`config.mk`:
```
export PLATFORM = sky130hd
export DESIGN_NAME = parking_lot_param
export DESIGN_NICKNAME = d
export VERILOG_FILES = /design/src/rtl/parking_lot_param.sv
export SDC_FILE = /design/constraint.sdc
export NUM_CORES = 2
export LEC_CHECK = 0
export ABC_CLOCK_PERIOD_IN_PS = 57500
export CAP_MARGIN = 20
export CORE_UTILIZATION = 26
export CTS_CLUSTER_DIAMETER = 30
export DETAILED_ROUTE_END_ITERATION = 10
export PLACE_DENSITY = 0.51
export SLEW_MARGIN = 40
export SYNTH_ARGS = -nofsm -noshare
export SYNTH_HDL_FRONTEND = slang
export SYNTH_SLANG_ARGS = --single-unit
```
`constraint.sdc`:
```
create_clock -name clock -period 57.5 [get_ports clock]
set_clock_uncertainty 0.15 [all_clocks]
set_input_delay 11.5 -clock clock [delete_from_list [all_inputs] [get_ports clock]]
set_output_delay 11.5 -clock clock [all_outputs]
set_load 0.05 [all_outputs]
```
`src/rtl/parking_lot_param.sv`:
```
// Automated parking lot controller: a single elevator shuttles cars between the
// entrance (floor 0) and FLOORS parking floors of SLOTS slots each.
module parking_lot_param #(
  parameter int FLOORS  = 7,
  parameter int SLOTS   = 4,
  parameter int PLATE_W = 16,
  parameter int FEE_W   = 8
) (
  input  logic                              clock,
  input  logic                              reset,
  input  logic [PLATE_W-1:0]                license_plate,
  input  logic                              in_mode,
  input  logic                              out_mode,
  input  logic                              leakage,
  input  logic [2:0]                        leakage_floor,
  output logic [FLOORS*SLOTS*PLATE_W-1:0]   parked,
  output logic [2:0]                        current_floor,
  output logic [PLATE_W-1:0]                moving,
  output logic                              req_ready,
  output logic [FEE_W-1:0]                  fee,
  output logic                              fee_valid,
  output logic                              reject,
  output logic [6:0]                        empty_count,
  output logic                              full
);

  localparam int NSLOT = FLOORS * SLOTS;
  localparam int IW    = (NSLOT > 1) ? $clog2(NSLOT) : 1;

  // IDLE: accepts requests | UP: climbing to target floor | DOWN: returning to entrance
  typedef enum logic [1:0] {IDLE, UP, DOWN} state_t;

  state_t             state_q, state_d;
  logic [2:0]         cur_floor_q, cur_floor_d;
  logic [2:0]         tgt_floor_q, tgt_floor_d;
  logic [IW-1:0]      tgt_idx_q, tgt_idx_d;
  logic               op_out_q, op_out_d;
  logic [PLATE_W-1:0] moving_q, moving_d;
  logic [FEE_W-1:0]   fee_q, fee_d;
  logic               fee_valid_q, fee_valid_d;
  logic               reject_q, reject_d;
  logic [PLATE_W-1:0] slot_q [NSLOT];
  logic [PLATE_W-1:0] slot_d [NSLOT];
  logic [FEE_W-1:0]   age_q  [NSLOT];
  logic [FEE_W-1:0]   age_d  [NSLOT];

  logic               alloc_found, hit_found;
  logic [2:0]         alloc_floor, hit_floor;
  logic [IW-1:0]      alloc_idx, hit_idx;
  logic [6:0]         empties;
  logic               plate_zero, accept_in, accept_out, refuse;

  // Lowest free slot on a non-leaking floor, location of the requested plate, free count
  always_comb begin
    alloc_found = 1'b0;
    alloc_floor = '0;
    alloc_idx   = '0;
    hit_found   = 1'b0;
    hit_floor   = '0;
    hit_idx     = '0;
    empties     = '0;
    for (int f = 1; f <= FLOORS; f++) begin
      for (int s = 0; s < SLOTS; s++) begin
        if (slot_q[(f-1)*SLOTS+s] == '0) begin
          empties = empties + 7'd1;
          if (!alloc_found && !(leakage && leakage_floor == 3'(f))) begin
            alloc_found = 1'b1;
            alloc_floor = 3'(f);
            alloc_idx   = IW'((f-1)*SLOTS+s);
          end
        end else if (!hit_found && slot_q[(f-1)*SLOTS+s] == license_plate) begin
          hit_found = 1'b1;
          hit_floor = 3'(f);
          hit_idx   = IW'((f-1)*SLOTS+s);
        end
      end
    end
  end

  assign plate_zero = (license_plate == '0);
  assign accept_out = (state_q == IDLE) && out_mode && !plate_zero && hit_found;
  assign accept_in  = (state_q == IDLE) && in_mode && !out_mode && !plate_zero &&
                      !hit_found && alloc_found;
  assign refuse     = (state_q == IDLE) && (in_mode || out_mode) && !accept_out && !accept_in;

  always_ff @(posedge clock or posedge reset) begin
    if (reset) begin
      state_q     <= IDLE;
      cur_floor_q <= '0;
      tgt_floor_q <= '0;
      tgt_idx_q   <= '0;
      op_out_q    <= 1'b0;
      moving_q    <= '0;
      fee_q       <= '0;
      fee_valid_q <= 1'b0;
      reject_q    <= 1'b0;
      for (int i = 0; i < NSLOT; i++) begin
        slot_q[i] <= '0;
        age_q[i]  <= '0;
      end
    end else begin
      state_q     <= state_d;
      cur_floor_q <= cur_floor_d;
      tgt_floor_q <= tgt_floor_d;
      tgt_idx_q   <= tgt_idx_d;
      op_out_q    <= op_out_d;
      moving_q    <= moving_d;
      fee_q       <= fee_d;
      fee_valid_q <= fee_valid_d;
      reject_q    <= reject_d;
      for (int i = 0; i < NSLOT; i++) begin
        slot_q[i] <= slot_d[i];
        age_q[i]  <= age_d[i];
      end
    end
  end

  always_comb begin
    state_d = state_q;
    case (state_q)
      IDLE:    if (accept_in || accept_out) state_d = UP;
      UP:      if (cur_floor_q == tgt_floor_q) state_d = DOWN;
      DOWN:    if (cur_floor_q == 3'd0) state_d = IDLE;
      default: state_d = IDLE;
    endcase
  end

  always_comb begin
    cur_floor_d = cur_floor_q;
    tgt_floor_d = tgt_floor_q;
    tgt_idx_d   = tgt_idx_q;
    op_out_d    = op_out_q;
    moving_d    = moving_q;
    fee_d       = fee_q;
    fee_valid_d = 1'b0;
    reject_d    = refuse;
    for (int i = 0; i < NSLOT; i++) begin
      slot_d[i] = slot_q[i];
      age_d[i]  = (slot_q[i] != '0 && age_q[i] != '1) ? age_q[i] + 1'b1 : age_q[i];
    end
    case (state_q)
      IDLE: begin
        if (accept_out) begin
          tgt_floor_d = hit_floor;
          tgt_idx_d   = hit_idx;
          op_out_d    = 1'b1;
        end else if (accept_in) begin
          tgt_floor_d = alloc_floor;
          tgt_idx_d   = alloc_idx;
          op_out_d    = 1'b0;
          moving_d    = license_plate;
        end
      end
      UP: begin
        if (cur_floor_q == tgt_floor_q) begin
          if (op_out_q) begin
            moving_d          = slot_q[tgt_idx_q];
            fee_d             = age_q[tgt_idx_q];
            slot_d[tgt_idx_q] = '0;
          end else begin
            slot_d[tgt_idx_q] = moving_q;
            age_d[tgt_idx_q]  = '0;
            moving_d          = '0;
          end
        end else begin
          cur_floor_d = cur_floor_q + 3'd1;
        end
      end
      DOWN: begin
        if (cur_floor_q == 3'd0) begin
          moving_d    = '0;
          fee_valid_d = op_out_q;
        end else begin
          cur_floor_d = cur_floor_q - 3'd1;
        end
      end
      default: ;
    endcase
  end

  always_comb begin
    parked = '0;
    for (int i = 0; i < NSLOT; i++) parked[i*PLATE_W +: PLATE_W] = slot_q[i];
  end

  assign current_floor = cur_floor_q;
  assign moving        = moving_q;
  assign req_ready     = (state_q == IDLE);
  assign fee           = fee_q;
  assign fee_valid     = fee_valid_q;
  assign reject        = reject_q;
  assign empty_count   = empties;
  assign full          = !alloc_found;

endmodule

```
==> run_results.csv <==
group,metric,value,unit
routing,num_vias,40710,
routing,routed_wire_length,220700,um
clock_tree,postCtsResizedCells,0,
timing,hold_viol_final,0,
final_layout,drive_gt1_frac,0.1336,
timing,finalSetupViolations,0,
clock_tree,clk_root_buffer_cell,"clkbuf_16",
die,core_region_area,169300,um2
timing,timing.setup.tns,0,ps
die,die_h,414.7,um
timing,worst_slew_pin_slew,989.9,ps
logic_synthesis,post-synth-top-count-cell,"dfrtp_1",
clock_tree,number_of_clock_buffers_inserted_by_tritoncts,187,
final_layout,nFillCells,17050,
logic_synthesis,synth_warnings,0,
logic_synthesis,synth_top_area_share,0.4024,
logic_synthesis,ys_ff_latch,712,
timing,max-slew-margin-rel,0.3340,
global_routing,initial_antenna_violation_count,8,
routing,detail_route.vias_per_cell,5.407,
placed_design,gp_congestion,1.001,
setup_path,reg2reg_depth,19,
clock_tree,number_of_setup_buffers_added_after_cts,0,
logic_synthesis,post-synth-top-area-cell,"dfrtp_1",
global_routing,pin_count_of_the_biggest_net_entering_global_routing,137,
logic_synthesis,synth_fp_nets,4712,
outcome,result_of_the_run,"finished, final reports clean",
setup_path,crit_path_frequent_cell,"ha_1",
worst_hold_path,hold-path-cell-count,2,
setup_path,criticalPathCategory,"reg2out",
final_layout,syn2layout_area_growth,33.04,%
routing,detailedRoute.firstIterationViolations,4156,
timing,min_period_over_period,0.5669,
worst_hold_path,holdCritPathClass,"reg2reg",
logic_synthesis,async_reset_ff_frac,1.000,
clock_tree,ctsLongestPathBuffers,3,
clock_tree,cts.sink_count,712,
routing,drt_pre_antenna_iters,6,
logic_synthesis,synth_seq_area_share,0.4024,
placed_design,place.detailed.instances,7182,
setup_path,setup.worst_path.end_class,"output port",
logic_synthesis,yosys-top-cells-count,"dfrtp_1, nand2_1, o21ai_0",
timing,final_count_of_pins_violating_max_slew,0,
die,die_w,414.7,um
final_layout,finalNonFillerCells,7529,
clock_tree,cts.htree.levels,4,
clock_tree,worst_skew_pair_latency,820,ps
die,ioPinCount,510,
logic_synthesis,synth_top_flop_cell,"dfrtp_1",
setup_path,cp.arrival,20950,ps
logic_synthesis,synth-edff-count,0,
setup_path,timing.rr.start,"parked[24]",
final_layout,postLayoutCoreUtil,0.3480,
setup_path,worstPathMaxFanout,9,
global_routing,overflow,0,
die,std_cell_rows,151,
final_layout,nets,5241,
timing,achievable-frequency,30.68,MHz
setup_path,cp_slowest_cell,"nor4_1",
setup_path,max_stage_delay,870,ps
clock_tree,clock_tree_from_tritoncts,"yes",
die,die-area,172000,um2
clock_tree,total_of_hold_buffers_inserted_after_clock_tree_synthesis,0,
routing,drc,0,
logic_synthesis,yosysUniqueCellTypes,95,
logic_synthesis,synth_top_cells_by_area,"dfrtp_1, mux4_2, xnor2_1",
logic_synthesis,syn_inst,4626,
flow_run,drv.max_cap_violation_count,0,
routing,routedWlPerCell,29.32,um
routing,antenna_left,0,
logic_synthesis,mappedNetlistArea,44280,um2
worst_hold_path,hold_path.startpoint,"fee[7]",
placed_design,hpwl,164900,um
worst_hold_path,timing.hold.worst_endpoint,"fee[7]",
setup_path,r2r_slack,51320,ps
setup_path,reg_to_reg_critical_path_endpoint,"tgt_floor_q[0]",
setup_path,worstSetupStartpointType,"flip-flop",
global_routing,grtUsageTotal,0.2517,
clock_tree,cts.clk_slew.worst_paths,40,ps
timing,period_minus_slack,32600,ps
logic_synthesis,synth.avg_cell_area,9.571,um2
timing,rsz_0062_raised_after_global_routing,"no",
setup_path,required_arrival_time_at_the_worst_endpoint,45850,ps
global_routing,grt_pass1_wl,311200,um
die,initial_utilization,0.2616,
global_routing,via_count_of_the_first_global_routing_pass,39510,
placed_design,place.port_buffers,509,
-- worst max-delay path: cells and delay by family, from the launching register on --
| family | cells | cell delay (ps) |
|---|---|---|
| xor gates and xnor gates | 2 | 450 |
| buffers and inverters | 9 | 1480 |
| adders and majority gates | 26 | 7830 |
| and+or+nand+nor | 26 | 3980 |
| DFF | 1 | 450 |
| muxes | 4 | 1000 |
| AOI/OAI and AO/OA | 24 | 4920 |
-- worst max path at each step --
stage / startpoint / slack (ps) / to
finish: parked[24] / 24910 / empty_count[6]
global route: parked[24] / 23880 / empty_count[6]
CTS: parked[24] / 25230 / empty_count[6]
detailed placement: parked[24] / 26150 / empty_count[6]
global placement: parked[24] / 26430 / empty_count[6]
floorplan: reset / 25880 / age_q[0]
-- stage by stage --
| stage | hold WS, ps | worst slack (ps) | area (um2) |
|---|---|---|---|
| after CTS | 339.2 | 25230 | 58850 |
| after detailed placement | 322.2 | 26150 | 51910 |
| after global routing | 355.3 | 23880 | 58900 |
| after floorplan | 320.7 | 25880 | 44280 |
| after global placement | 313.9 | 26430 | 51770 |
| final | 328.4 | 24910 | 58910 |
-- layout make-up --
type	count	area [um2]	share of cell area
multi-input cells	3592	25290	0.4293
flip-flops and latches	712	17830	0.3026
repair buffers	601	5823	0.09885
clock buffers	247	5286	0.08974
well taps	2218	2775	0.04711
clock inverters	95	1655	0.02810
inverters	61	241.5	0.004099
diodes	3	7.507	0.0001274
-- routing by layer --
layer,up-vias,part of all wire,global-route usage
met2,2111,0.45,0.3931
met1,20380,0.40,0.3138
met5,-,0.00016,0
li1,17590,-,-
met4,6,0.074,0.1643
met3,618,0.076,0.05400
-- placed cells by master, fill, tap and decap left out, types with 163 or more instances in the layout --
master	instances
nor2_1	407
nor4_1	176
mux4_2	180
o21ai_0	527
xnor2_1	366
clkdlybuf4s50_1	490
clkbuf_16	188
nand2_1	691
xor2_1	354
dfrtp_1	707
nand4_1	163
-- cells by family (layout without fill, tap and decap cells) --
group,Yosys count,in the layout,synth area share
AND/OR/NAND/NOR,1739,1739,0.1831
AO/OA/AOI/OAI,763,763,0.09611
XOR/XNOR,754,754,0.1591
flip-flops,712,712,0.4024
buffers and inverters,322,1004,0.02846
multiplexers,273,273,0.1129
adder cells (fa/ha/maj),63,63,0.01792
other,0,3,0
-- flip-flops by register name, indices dropped and copies added, names as in the netlist --
signal / cells
moving: 16
fee: 8
reject: 1
op_out_q: 1
fee_valid: 1
state_q: 2
current_floor: 3
parked: 448
tgt_floor_q: 3
age_q: 224
tgt_idx_q: 5
Power is left out: the tool's default activity adds up to more than one toggle a clock period on the data nets, which glitch-free logic cannot reach.
